$ cat src/rtl/gray_decoder_monitor.sv
// gray_decoder_monitor
//
// Watches the Gray-coded output of a counter, decodes each accepted sample
// to binary and classifies the step from the previous sample:
//   - stall (no bit changed), legal single-bit step (up or down, including
//     the all-ones <-> zero wrap), or illegal multi-bit jump.
// Illegal jumps are counted (saturating at 255) and park the FSM in FAULT
// until the next legal single-bit step.
//
// Optional build macro: GRAY_MON_SYNC_EN
//   When defined, gray_in and sample_en pass through a 2-flop synchronizer
//   before use (3 clk from input change to outputs). When undefined, they
//   are used directly (1 clk from the accepting edge to outputs).
//
// Ports:
//   clk        in   1      rising-edge clock
//   set        in   1      asynchronous active-low reset
//   gray_in    in   WIDTH  Gray-coded count being monitored
//   sample_en  in   1      accept gray_in on this edge
//   bin_out    out  WIDTH  binary value of the last accepted sample
//   valid      out  1      pulse: bin_out updated
//   dir_up     out  1      direction of last legal step (1 = up)
//   step_err   out  1      pulse: illegal multi-bit transition
//   wrap       out  1      pulse: legal step across all-ones / zero
//   err_cnt    out  8      saturating count of step_err events
//   fault      out  1      high while the FSM is in FAULT
module gray_decoder_monitor #(
  parameter int WIDTH = 4
) (
  input  logic             clk,
  input  logic             set,
  input  logic [WIDTH-1:0] gray_in,
  input  logic             sample_en,
  output logic [WIDTH-1:0] bin_out,
  output logic             valid,
  output logic             dir_up,
  output logic             step_err,
  output logic             wrap,
  output logic [7:0]       err_cnt,
  output logic             fault
);

  typedef enum logic [1:0] {
    IDLE  = 2'd0,
    TRACK = 2'd1,
    FAULT = 2'd2
  } state_t;

  localparam logic [WIDTH-1:0] BIN_MAX = {WIDTH{1'b1}};

  // Sample stream actually seen by the monitor (raw or synchronized).
  logic [WIDTH-1:0] s_gray;
  logic             s_en;

`ifdef GRAY_MON_SYNC_EN
  logic [WIDTH-1:0] sync1_gray_reg, sync2_gray_reg;
  logic             sync1_en_reg,   sync2_en_reg;

  // Clearing these on reset drops any sample still in flight.
  always_ff @(posedge clk or negedge set) begin
    if (!set) begin
      sync1_gray_reg <= '0;
      sync2_gray_reg <= '0;
      sync1_en_reg   <= 1'b0;
      sync2_en_reg   <= 1'b0;
    end else begin
      sync1_gray_reg <= gray_in;
      sync2_gray_reg <= sync1_gray_reg;
      sync1_en_reg   <= sample_en;
      sync2_en_reg   <= sync1_en_reg;
    end
  end

  assign s_gray = sync2_gray_reg;
  assign s_en   = sync2_en_reg;
`else
  assign s_gray = gray_in;
  assign s_en   = sample_en;
`endif

  // Gray -> binary: each binary bit is the XOR of all Gray bits at or above it.
  logic [WIDTH-1:0] new_bin;
  genvar gi;
  generate
    for (gi = 0; gi < WIDTH; gi++) begin : g_decode
      assign new_bin[gi] = ^s_gray[WIDTH-1:gi];
    end
  endgenerate

  state_t           state_reg,     state_next;
  logic [WIDTH-1:0] bin_out_reg,   bin_out_next;
  logic [WIDTH-1:0] prev_gray_reg, prev_gray_next;
  logic             dir_up_reg,    dir_up_next;
  logic             valid_reg,     valid_next;
  logic             step_err_reg,  step_err_next;
  logic             wrap_reg,      wrap_next;
  logic [7:0]       err_cnt_reg,   err_cnt_next;

  // Hamming distance classification: exactly one bit set <=> single step.
  logic [WIDTH-1:0] diff;
  logic [WIDTH-1:0] diff_m1;
  logic             single_step;
  logic [WIDTH-1:0] bin_inc;

  assign diff        = prev_gray_reg ^ s_gray;
  assign diff_m1     = diff - {{(WIDTH-1){1'b0}}, 1'b1};
  assign single_step = (diff != '0) && ((diff & diff_m1) == '0);
  // bin_out_reg always equals the decode of prev_gray_reg once out of IDLE.
  assign bin_inc     = bin_out_reg + {{(WIDTH-1){1'b0}}, 1'b1};

  always_ff @(posedge clk or negedge set) begin
    if (!set) begin
      state_reg     <= IDLE;
      bin_out_reg   <= '0;
      prev_gray_reg <= '0;
      dir_up_reg    <= 1'b1;
      valid_reg     <= 1'b0;
      step_err_reg  <= 1'b0;
      wrap_reg      <= 1'b0;
      err_cnt_reg   <= 8'd0;
    end else begin
      state_reg     <= state_next;
      bin_out_reg   <= bin_out_next;
      prev_gray_reg <= prev_gray_next;
      dir_up_reg    <= dir_up_next;
      valid_reg     <= valid_next;
      step_err_reg  <= step_err_next;
      wrap_reg      <= wrap_next;
      err_cnt_reg   <= err_cnt_next;
    end
  end

  always_comb begin
    state_next     = state_reg;
    bin_out_next   = bin_out_reg;
    prev_gray_next = prev_gray_reg;
    dir_up_next    = dir_up_reg;
    err_cnt_next   = err_cnt_reg;
    valid_next     = 1'b0;
    step_err_next  = 1'b0;
    wrap_next      = 1'b0;

    if (s_en) begin
      // Every accepted sample, legal or not, becomes the new reference.
      valid_next     = 1'b1;
      prev_gray_next = s_gray;
      bin_out_next   = new_bin;

      if (state_reg == IDLE) begin
        state_next = TRACK;
      end else if (single_step) begin
        dir_up_next = (new_bin == bin_inc);
        wrap_next   = ((bin_out_reg == BIN_MAX) && (new_bin == '0)) ||
                      ((bin_out_reg == '0) && (new_bin == BIN_MAX));
        state_next  = TRACK;
      end else if (diff != '0) begin
        step_err_next = 1'b1;
        if (err_cnt_reg != 8'hFF) begin
          err_cnt_next = err_cnt_reg + 8'd1;
        end
        state_next = FAULT;
      end
      // diff == 0 is a stall: only valid pulses, state unchanged.
    end
  end

  assign bin_out  = bin_out_reg;
  assign valid    = valid_reg;
  assign dir_up   = dir_up_reg;
  assign step_err = step_err_reg;
  assign wrap     = wrap_reg;
  assign err_cnt  = err_cnt_reg;
  assign fault    = (state_reg == FAULT);

endmodule

$ cat config.mk
export PLATFORM = sky130hd
export DESIGN_NAME = gray_decoder_monitor
export DESIGN_NICKNAME = d
export VERILOG_FILES = /design/src/rtl/gray_decoder_monitor.sv
export SDC_FILE = /design/constraint.sdc
export NUM_CORES = 1
export LEC_CHECK = 0
export ABC_AREA = 1
export CORE_UTILIZATION = 47
export DETAILED_ROUTE_END_ITERATION = 8
export GPL_ROUTABILITY_DRIVEN = 0
export GPL_TIMING_DRIVEN = 0
export PLACE_DENSITY_LB_ADDON = 0.25
export SLEW_MARGIN = 0
export SYNTH_ARGS = -nofsm -noshare
export SYNTH_HDL_FRONTEND = slang
export SYNTH_SLANG_ARGS = --single-unit
$ cat constraint.sdc
create_clock -name clk -period 1.27 [get_ports clk]
set_input_delay 0.254 -clock clk [delete_from_list [all_inputs] [get_ports clk]]
set_output_delay 0.254 -clock clk [all_outputs]
set_load 0.01 [all_outputs]
==> results of run 1 <==
metrics by stage:
stage          cells  total power [W]  setup TNS, ns  utilization, %  hold WS (ns)
4_1_cts          275          0.00230          -2.20            69.6         0.351
2_1_floorplan    194          0.00144          -1.04               -       -0.0416
6_report         274          0.00233          -2.08            70.4        0.0635
5_1_grt          274          0.00249          -3.06            70.4         0.130
3_3_place_gp     248          0.00174         -12.07            60.6         0.458
3_5_place_dp     248          0.00178         -13.17            60.6         0.458
report_power, final:
part	switching [W]	internal (W)	leakage, nW
combinational	0.000598	0.000519	0.769
sequential	0.0000737	0.000791	0.261
clock	0.000221	0.000123	0.0150
cell type report:
type | instances | area share, %
Multi-Input combinational cell | 148 | 43.9
Sequential cell | 21 | 27.0
Timing Repair Buffer | 46 | 20.9
Inverter | 22 | 4.47
Tap cell | 31 | 1.98
Clock buffer | 4 | 1.34
Buffer | 2 | 0.383
per-layer routing:
| layer | vias to the layer above | GRT usage [%] | routed length (um) |
|---|---|---|---|
| li1 | 705 | - | - |
| met1 | 644 | 28.6 | 1480 |
| met2 | 32 | 40.7 | 1720 |
| met3 | 7 | 3.00 | 111 |
| met4 | 0 | 11.8 | 63 |
| met5 | - | 0 | 0 |
repair_timing:
| item | in CTS | in global routing |
|---|---|---|
| pin swaps | 10 | 17 |
| hold buffers | 0 | 0 |
| endpoints found under the setup margin | 31 | 27 |
| gates cloned | 2 | 0 |
| setup buffers | 22 | 1 |
| gates resized for setup | 60 | 29 |
cell families after synthesis:
kind of cell             after synthesis  share of synthesized area [%]
adder cells (fa/ha/maj)                5                           4.47
flip-flops                            21                           37.7
buffers and inverters                 26                           8.59
AO/OA/AOI/OAI                         10                           3.58
AND/OR/NAND/NOR                      127                           42.6
XOR/XNOR                               5                           3.13
cell usage after synthesis:
cell type / count / area share (%)
sky130_fd_sc_hd__a21oi_1: 2 / 0.72
sky130_fd_sc_hd__buf_12: 1 / 1.4
sky130_fd_sc_hd__buf_4: 1 / 0.54
sky130_fd_sc_hd__clkbuf_1: 2 / 0.54
sky130_fd_sc_hd__dfrtp_1: 20 / 36
sky130_fd_sc_hd__dfstp_2: 1 / 1.9
sky130_fd_sc_hd__ha_1: 5 / 4.5
sky130_fd_sc_hd__inv_1: 15 / 4.0
sky130_fd_sc_hd__inv_2: 6 / 1.6
sky130_fd_sc_hd__inv_4: 1 / 0.45
sky130_fd_sc_hd__nand2_1: 84 / 23
sky130_fd_sc_hd__nand2_2: 6 / 2.7
sky130_fd_sc_hd__nand3_1: 10 / 3.6
sky130_fd_sc_hd__nand3_2: 7 / 5.0
sky130_fd_sc_hd__nand3b_2: 1 / 0.80
sky130_fd_sc_hd__nand4_1: 2 / 0.89
sky130_fd_sc_hd__nand4_4: 1 / 1.5
sky130_fd_sc_hd__nor2_1: 11 / 3.0
sky130_fd_sc_hd__nor2_2: 2 / 0.89
sky130_fd_sc_hd__nor2_4: 1 / 0.80
sky130_fd_sc_hd__nor3_1: 1 / 0.36
sky130_fd_sc_hd__nor3b_1: 1 / 0.54
sky130_fd_sc_hd__o21ai_0: 7 / 2.5
sky130_fd_sc_hd__o21ai_1: 1 / 0.36
sky130_fd_sc_hd__xnor2_1: 2 / 1.3
sky130_fd_sc_hd__xor2_1: 3 / 1.9
critical path, cell delays in order, from the launching register on:
cell and delay [ns]:
sky130_fd_sc_hd__dfrtp_1 0.41, sky130_fd_sc_hd__buf_6 0.13, sky130_fd_sc_hd__inv_4 0.05, sky130_fd_sc_hd__nand2_2 0.06, sky130_fd_sc_hd__nand2_4 0.09, sky130_fd_sc_hd__nor2_4 0.04, sky130_fd_sc_hd__nand2_2 0.08, sky130_fd_sc_hd__nand2_2 0.07
sky130_fd_sc_hd__nor2_4 0.15, sky130_fd_sc_hd__buf_6 0.13, sky130_fd_sc_hd__nand2_8 0.07, sky130_fd_sc_hd__nand2_1 0.07, sky130_fd_sc_hd__nand2_1 0.05
path summary, 6_finish.rpt:
path	slack, ns	cells after the start	start	endpoint
min in group clk	0.17	1	sample_en	valid$_DFF_PN0_
max in group asynchronous	0.57	1	set	err_cnt[7]$_DFFE_PN0P_
hold reg to reg	0.59	3	dir_up$_DFFE_PN1P_	dir_up$_DFFE_PN1P_
setup reg to reg	-0.21	12	bin_out[3]$_DFFE_PN0P_	err_cnt[0]$_DFFE_PN0P_
hold / removal	0.06	1	set	err_cnt[5]$_DFFE_PN0P_
setup / recovery	-0.21	12	bin_out[3]$_DFFE_PN0P_	err_cnt[0]$_DFFE_PN0P_
==> impl_metrics.json, run 1 <==
{
  "post-dp-hpwl_um": 2160,
  "grt_usage_pct": 23.6,
  "clock_tree.buffer_depth": 2,
  "clock_insertion_delay_worst_skew_ns": 0.31,
  "worst_hold_path_type": "in2async",
  "number_of_violations_of_the_max_capacitance_limit": 0,
  "grt_setup_unrepaired": "true",
  "tritoncts.num_buffers": 3,
  "layout.cells.most_common": "sky130_fd_sc_hd__nand2_1",
  "timing.critical_path.fanout_max": 8,
  "synth_cells": 194,
  "max_fclk_ghz": 0.676,
  "clock_tree.root_cell": "sky130_fd_sc_hd__clkbuf_4",
  "ys_ff_latch": 21,
  "routed-via-count": 1388,
  "avgSynthCellArea_um2": 7.21,
  "power.density_cell_area_nw_per_um2": 1190,
  "crit_type": "reg2reg",
  "finalMaxSlewViolations": 0,
  "antenna_found_initial": 0,
  "period_share_pct": 117,
  "setup_violations": 13,
  "final_cell_area_um2": 1960,
  "drt_first_iter_violations": 33,
  "grt_overflow_total": 0,
  "setup_slack_ns": -0.210,
  "clock_sinks": 21,
  "avgViaCountPerCell": 5.07,
  "worst_setup_path_start_kind": "flop",
  "route.detailed.drc": 0,
  "layout.nets": 256,
  "syn-cell-area_um2": 1400,
  "synth.lib_cells_used.distinct": 26,
  "hold_viol_final": 0,
  "placement.cell_area_um2": 1690,
  "portBuffers": 23,
  "cts-htree-levels": 1,
  "fin_skew_ns": 0.00662,
  "portion_of_the_post_synthesis_area_used_by_sequential_elements_pct": 37.7,
  "grt_start_max_net_pins": 22,
  "layout-drive-gt1-share_pct": 35.0,
  "drt_pass1_iterations": 4,
  "failed_checks": "negative setup slack",
  "die-height_um": 56.6,
  "crit_path_end_kind": "flop",
  "routed_wirelength_um": 3380,
  "chipWidth_um": 56.6,
  "drt-wirelength-per-cell_um": 12.3,
  "clkSlewWorstSetupHoldPaths_ns": 0.13,
  "layout.filler_cells": 217,
  "status": "finished with violations",
  "first_global_vias": 1400,
  "starting_density_of_the_core_pct": 50.3,
  "dp_worst_setup_slack_ns": -0.722,
  "maxSlewHeadroom_pct": 36.4,
  "die_area_um2": 3200,
  "total_leakage_power_nw": 1.04,
  "footprint_of_the_multi_input_gates_um2": 861,
  "commonest_non_fill_non_tap_cells_in_the_layout": "71 x sky130_fd_sc_hd__nand2_1, 18 x sky130_fd_sc_hd__dfrtp_1, 17 x sky130_fd_sc_hd__nand2_2, 15 x sky130_fd_sc_hd__buf_4, 13 x sky130_fd_sc_hd__inv_1",
  "cp_data_required_time_ns": 1.49,
  "grt_pass1_wl_um": 5830,
  "worst_vdd_rail_ir_drop_mv": 0.785,
  "std_cell_rows": 19,
  "worstMarginPinSlew_ns": 0.952,
  "yosysWarningCount": 0,
  "n_antenna_cell": 0,
  "final_critical_period_ns": 1.48,
  "seqCellArea_um2": 529,
  "largest_reg_flops": 8,
  "cts_tree": "yes",
  "ios": 24,
  "area_growth_pct": 40.1,
  "ant_nets": 0,
  "crit_arrival_ns": 1.70,
  "synth.net_count": 206,
  "floorplan.core_area_um2": 2780
}
No activity file was read; power rests on OpenSTA's default activity.
==> run 2, diff against run 1 <==
Settings changed: SETUP_SLACK_MARGIN set to 0.1, SLEW_MARGIN 0 to 20.
==> impl_metrics.json, run 2 (same netlist as run 1, synthesis figures left out) <==
{
  "clock_sinks": 21,
  "rr_worst_depth": 12,
  "power.density_cell_area_nw_per_um2": 1210,
  "worst_vdd_rail_ir_drop_mv": 1.30,
  "placed_cells_incl_taps": 248,
  "grt_pass1_wl_um": 6180,
  "drt_pass1_iterations": 4,
  "setup_violations": 14,
  "period_share_pct": 119,
  "drt_first_iter_violations": 58,
  "worst-r2r-setup-slack_ns": -0.24,
  "number_of_violations_of_the_max_capacitance_limit": 0,
  "cts-htree-levels": 1,
  "setup_slack_ns": -0.236,
  "hold-path-cell-count": 3,
  "timing.critical_path.fanout_max": 8,
  "worst_hold_path_type": "in2reg",
  "worst_path_most_repeated_cell": "sky130_fd_sc_hd__nand2_2",
  "total_leakage_power_nw": 1.08,
  "finalMaxSlewViolations": 0,
  "final_cells": 281,
  "grt_setup_unrepaired": "true",
  "layout.nets": 263,
  "routed-via-count": 1434,
  "die_area_um2": 3200,
  "starting_density_of_the_core_pct": 50.3,
  "grt_usage_pct": 24.5,
  "avgViaCountPerCell": 5.10,
  "commonest_non_fill_non_tap_cells_in_the_layout": "71 x sky130_fd_sc_hd__nand2_1, 19 x sky130_fd_sc_hd__buf_6, 17 x sky130_fd_sc_hd__dfrtp_1, 15 x sky130_fd_sc_hd__nand2_2, 14 x sky130_fd_sc_hd__buf_4",
  "maxSlewHeadroom_pct": 67.3,
  "crit_arrival_ns": 1.71,
  "hold_viol_final": 0,
  "post-dp-hpwl_um": 2260,
  "n_antenna_cell": 0,
  "area_growth_pct": 45.2,
  "regToRegStartpoint": "bin_out[3]$_DFFE_PN0P_",
  "ios": 24,
  "crit_family": "simple AND/OR/NAND/NOR gates",
  "clock_tree.buffer_depth": 2,
  "cp_data_required_time_ns": 1.48,
  "placement.cell_area_um2": 1700,
  "floorplan.core_area_um2": 2780,
  "tritoncts.num_buffers": 3,
  "grt_overflow_total": 0,
  "grt_start_max_net_pins": 22,
  "worst_setup_path_start_kind": "flop",
  "max_fclk_ghz": 0.664,
  "clock_insertion_delay_worst_skew_ns": 0.30,
  "reg2reg_to": "err_cnt[3]$_DFFE_PN0P_",
  "worst_path_largest_cell_delay_ns": 0.41,
  "status": "finished with violations",
  "largest_reg_flops": 8,
  "worst_hold_slack_ns": 0.232,
  "clkSlewWorstSetupHoldPaths_ns": 0.12,
  "final_critical_period_ns": 1.51,
  "hold_end": "prev_gray_reg[2]$_DFFE_PN0P_",
  "dp_worst_setup_slack_ns": -0.646,
  "crit_path_end_kind": "flop",
  "clock_tree.root_cell": "sky130_fd_sc_hd__clkbuf_4",
  "layout-drive-gt1-share_pct": 42.0,
  "crit_type": "reg2reg",
  "final_cell_area_um2": 2030,
  "std_cell_rows": 19,
  "route.detailed.drc": 0,
  "first_global_vias": 1453,
  "hp-start": "gray_in[2]",
  "slowest_stage": "sky130_fd_sc_hd__dfrtp_1",
  "die-height_um": 56.6,
  "cp_cell_sequence": "buf_6, inv_4, nand2_4, nand2_4, nor2_2, nand2_2, nand2_2, nor2_4, buf_6, nand2_8, nand2_2, nand2_1",
  "routed_wirelength_um": 3600,
  "layout.cells.most_common": "sky130_fd_sc_hd__nand2_1",
  "chipWidth_um": 56.6,
  "antenna_found_initial": 0,
  "portBuffers": 23,
  "critical_path_buf_inv_count": 3,
  "failed_checks": "negative setup slack",
  "worstMarginPinSlew_ns": 0.490,
  "drt-wirelength-per-cell_um": 12.8,
  "fin_skew_ns": 0.000942,
  "ant_nets": 0,
  "cts_tree": "yes"
}
## run 2: changes by cell type in the layout (fill, tap and decap cells not counted), sizes merged
| cell | previous run | this run |
|---|---|---|
| clkbuf | 7 | 9 |
| dlygate4sd3 | 0 | 1 |
| clkdlybuf4s50 | 0 | 1 |
| dlygate4sd2 | 5 | 2 |
| dlymetal6s2s | 2 | 0 |
| clkdlybuf4s15 | 10 | 0 |
| nand4 | 4 | 3 |
| buf | 28 | 47 |
## run 2: routing by layer
metal  up-vias  track usage, %  wire [um]
met2        31            46.6       2020
met5         -               0          0
li1        717               -          -
met3         5            2.53        109
met4         0            6.27         32
met1       681            28.9       1450
## run 2: worst max-delay path by stage
stage | cells after the start | endpoint | slack, ns | startpoint
after global placement | 9 | wrap$_DFF_PN0_ | -0.60 | gray_in[3]
final | 12 | err_cnt[3]$_DFFE_PN0P_ | -0.24 | bin_out[3]$_DFFE_PN0P_
after floorplan | 7 | err_cnt[5]$_DFFE_PN0P_ | -0.13 | err_cnt[0]$_DFFE_PN0P_
after global routing | 7 | err_cnt[6]$_DFFE_PN0P_ | -0.31 | err_cnt[0]$_DFFE_PN0P_
after CTS | 13 | state_reg[0]$_DFFE_PN0P_ | -0.22 | bin_out[3]$_DFFE_PN0P_
after detailed placement | 9 | wrap$_DFF_PN0_ | -0.65 | gray_in[3]
## run 2: report_power, final
group          internal (W)  switching (W)  leakage (nW)
Clock              0.000122       0.000201        0.0150
Combinational      0.000629       0.000625         0.806
Sequential         0.000792      0.0000832         0.260
## run 2: what timing repair did
item / 4_1_cts / 5_1_grt
hold buffers: 0 / 1
setup endpoints to repair: 52 / 25
gates cloned: 1 / 0
resized for setup: 105 / 19
pin swaps: 8 / 6
setup buffers: 27 / 1
endpoints found under the hold margin: 0 / 20
## run 2: stage by stage
stage          util (%)  power [W]  setup TNS, ns
2_1_floorplan         -    0.00145          -1.04
3_3_place_gp       61.2    0.00175         -12.53
3_5_place_dp       61.2    0.00179         -14.59
4_1_cts            72.3    0.00244          -2.36
5_1_grt            73.0    0.00262          -3.58
6_report           73.0    0.00245          -2.56
## run 2: cell type report
cell class,instances,area [um2]
Clock buffer,4,26.3
Timing Repair Buffer,52,448
Buffer,4,40.0
Multi-Input combinational cell,147,860
Inverter,22,87.6
Tap cell,31,38.8
Sequential cell,21,531
Fill cell,204,751
## run 2: tightest hold or removal path, stage by stage
cell and delay, ns:
sky130_fd_sc_hd__clkbuf_2 0.13, sky130_fd_sc_hd__nand2_1 0.05, sky130_fd_sc_hd__o21ai_0 0.06
==> run 3, diff against run 2 <==
Settings changed: REMOVE_ABC_BUFFERS set to 1.
==> impl_metrics.json, run 3 (same netlist as run 1, synthesis figures left out) <==
{
  "worst_path_largest_cell_delay_ns": 0.42,
  "starting_density_of_the_core_pct": 50.3,
  "worst_setup_path_start_kind": "flop",
  "fin_skew_ns": 0.00335,
  "die_area_um2": 3200,
  "timing.critical_path.fanout_max": 5,
  "routed_wirelength_um": 3640,
  "critical_path.endpoint": "err_cnt[0]$_DFFE_PN0P_",
  "crit_arrival_ns": 1.71,
  "total_leakage_power_nw": 1.07,
  "avgViaCountPerCell": 5.14,
  "cts_tree": "yes",
  "portBuffers": 23,
  "crit_path_launch": "bin_out[3]$_DFFE_PN0P_",
  "routed-via-count": 1445,
  "final_critical_period_ns": 1.45,
  "cp_cell_sequence": "buf_6, nand2_2, nand2_2, nand2_1, nand2_1, nand2_2, nor2_4, buf_6, nand3b_4, nand2_2",
  "number_of_violations_of_the_max_capacitance_limit": 0,
  "setup_slack_ns": -0.176,
  "die-height_um": 56.6,
  "layout.filler_cells": 220,
  "post-route-util_pct": 71.9,
  "clock_tree.buffer_depth": 2,
  "first_global_vias": 1416,
  "ios": 24,
  "rr_worst_depth": 10,
  "worst_hold_slack_ns": 0.312,
  "cts-htree-levels": 1,
  "worst_path_most_repeated_cell": "sky130_fd_sc_hd__nand2_2",
  "layout.nets": 263,
  "grt_setup_unrepaired": "true",
  "reg2reg_to": "err_cnt[0]$_DFFE_PN0P_",
  "clock_tree.root_cell": "sky130_fd_sc_hd__clkbuf_4",
  "std_cell_rows": 19,
  "status": "finished with violations",
  "footprint_of_the_multi_input_gates_um2": 856,
  "largest_reg_flops": 8,
  "antenna_found_initial": 0,
  "clock_sinks": 21,
  "clkSlewWorstSetupHoldPaths_ns": 0.13,
  "grt_pass1_wl_um": 6130,
  "worst_vdd_rail_ir_drop_mv": 1.04,
  "worst_hold_path_type": "in2reg",
  "crit_path_end_kind": "flop",
  "chipWidth_um": 56.6,
  "floorplan.core_area_um2": 2780,
  "globalRouteMet2Util_pct": 44.9,
  "busiest_layer": "met2",
  "drt_first_iter_violations": 39,
  "tritoncts.num_buffers": 3,
  "setup_violations": 14,
  "worstMarginPinSlew_ns": 0.377,
  "seqCellArea_um2": 531,
  "area_growth_pct": 43.0,
  "layout.cells.most_common": "sky130_fd_sc_hd__nand2_1",
  "met1_routing_resource_usage_after_global_routing_pct": 29.9,
  "grt_overflow_total": 0,
  "max_fclk_ghz": 0.692,
  "finalMaxSlewViolations": 0,
  "clock_insertion_delay_worst_skew_ns": 0.31,
  "route.detailed.drc": 0,
  "power.density_cell_area_nw_per_um2": 1210,
  "period_share_pct": 114,
  "post-dp-hpwl_um": 2140,
  "failed_checks": "negative setup slack",
  "regToRegStartpoint": "bin_out[3]$_DFFE_PN0P_",
  "grtUsageMet3_pct": 2.30,
  "cp_data_required_time_ns": 1.53,
  "worst-r2r-setup-slack_ns": -0.18,
  "grt_usage_pct": 24.2,
  "maxSlewHeadroom_pct": 74.9,
  "grt_start_max_net_pins": 22,
  "ant_nets": 0,
  "hold_viol_final": 0,
  "drt-wirelength-per-cell_um": 13.0,
  "n_antenna_cell": 0,
  "crit_type": "reg2reg",
  "commonest_non_fill_non_tap_cells_in_the_layout": "71 x sky130_fd_sc_hd__nand2_1, 20 x sky130_fd_sc_hd__buf_4, 18 x sky130_fd_sc_hd__nand2_2, 17 x sky130_fd_sc_hd__dfrtp_1, 14 x sky130_fd_sc_hd__buf_6",
  "layout-drive-gt1-share_pct": 43.6,
  "drt_pass1_iterations": 4,
  "slowest_stage": "sky130_fd_sc_hd__dfrtp_1"
}
## run 3: timing repair
item / in CTS / in global routing
gates cloned: 1 / 0
gates resized for setup: 111 / 16
pin swaps: 14 / 13
hold endpoints to repair: 0 / 6
endpoints found under the setup margin: 33 / 19
setup buffers: 28 / 2
hold buffers: 0 / 1
## run 3: worst min-delay path by stage
stage / startpoint / endpoint / slack, ns / depth (start not counted)
global route: sample_en / valid$_DFF_PN0_ / 0.33 / 1
floorplan: set / bin_out[0]$_DFFE_PN0P_ / -0.04 / 0
finish: sample_en / valid$_DFF_PN0_ / 0.31 / 1
CTS: set / wrap$_DFF_PN0_ / 0.22 / 1
global placement: dir_up$_DFFE_PN1P_ / dir_up$_DFFE_PN1P_ / 0.46 / 2
detailed placement: dir_up$_DFFE_PN1P_ / dir_up$_DFFE_PN1P_ / 0.47 / 2
## run 3: critical path: cells and delay by family, from the launching register on
| family | cells | cell delay (ns) |
|---|---|---|
| DFF | 1 | 0.42 |
| buffers and inverters | 2 | 0.29 |
| and+or+nand+nor | 8 | 0.68 |
## run 3: metrics by stage
step	setup slack (ns)	area [um2]	setup TNS (ns)	instances	total power, W
final	-0.176	2000	-1.84	281	0.00243
after global routing	-0.250	2000	-2.89	281	0.00258
after CTS	-0.109	1920	-1.01	277	0.00235
after detailed placement	-1.03	1630	-17.32	244	0.00172
after global placement	-0.962	1630	-15.96	244	0.00169
after floorplan	-0.251	1360	-2.13	190	0.00139
## run 3: power breakdown
part	internal (W)	switching [W]	total, W
Combinational	0.000586	0.000631	0.00122
Sequential	0.000791	0.0000826	0.000874
Clock	0.000118	0.000221	0.000338
Total	0.00149	0.000934	0.00243
## run 3: cell type report
type / instances / share of cell area [%]
Timing Repair Buffer: 56 / 23.1
Sequential cell: 21 / 26.5
Multi-Input combinational cell: 147 / 42.8
Clock inverter: 1 / 0.250
Tap cell: 31 / 1.94
Clock buffer: 3 / 1.13
Inverter: 22 / 4.25
## run 3: per-layer routing
metal | share of wire (%) | routed length (um)
met5 | 0 | 0
met4 | 1.6 | 60
met3 | 3.3 | 121
met2 | 52 | 1900
met1 | 43 | 1560
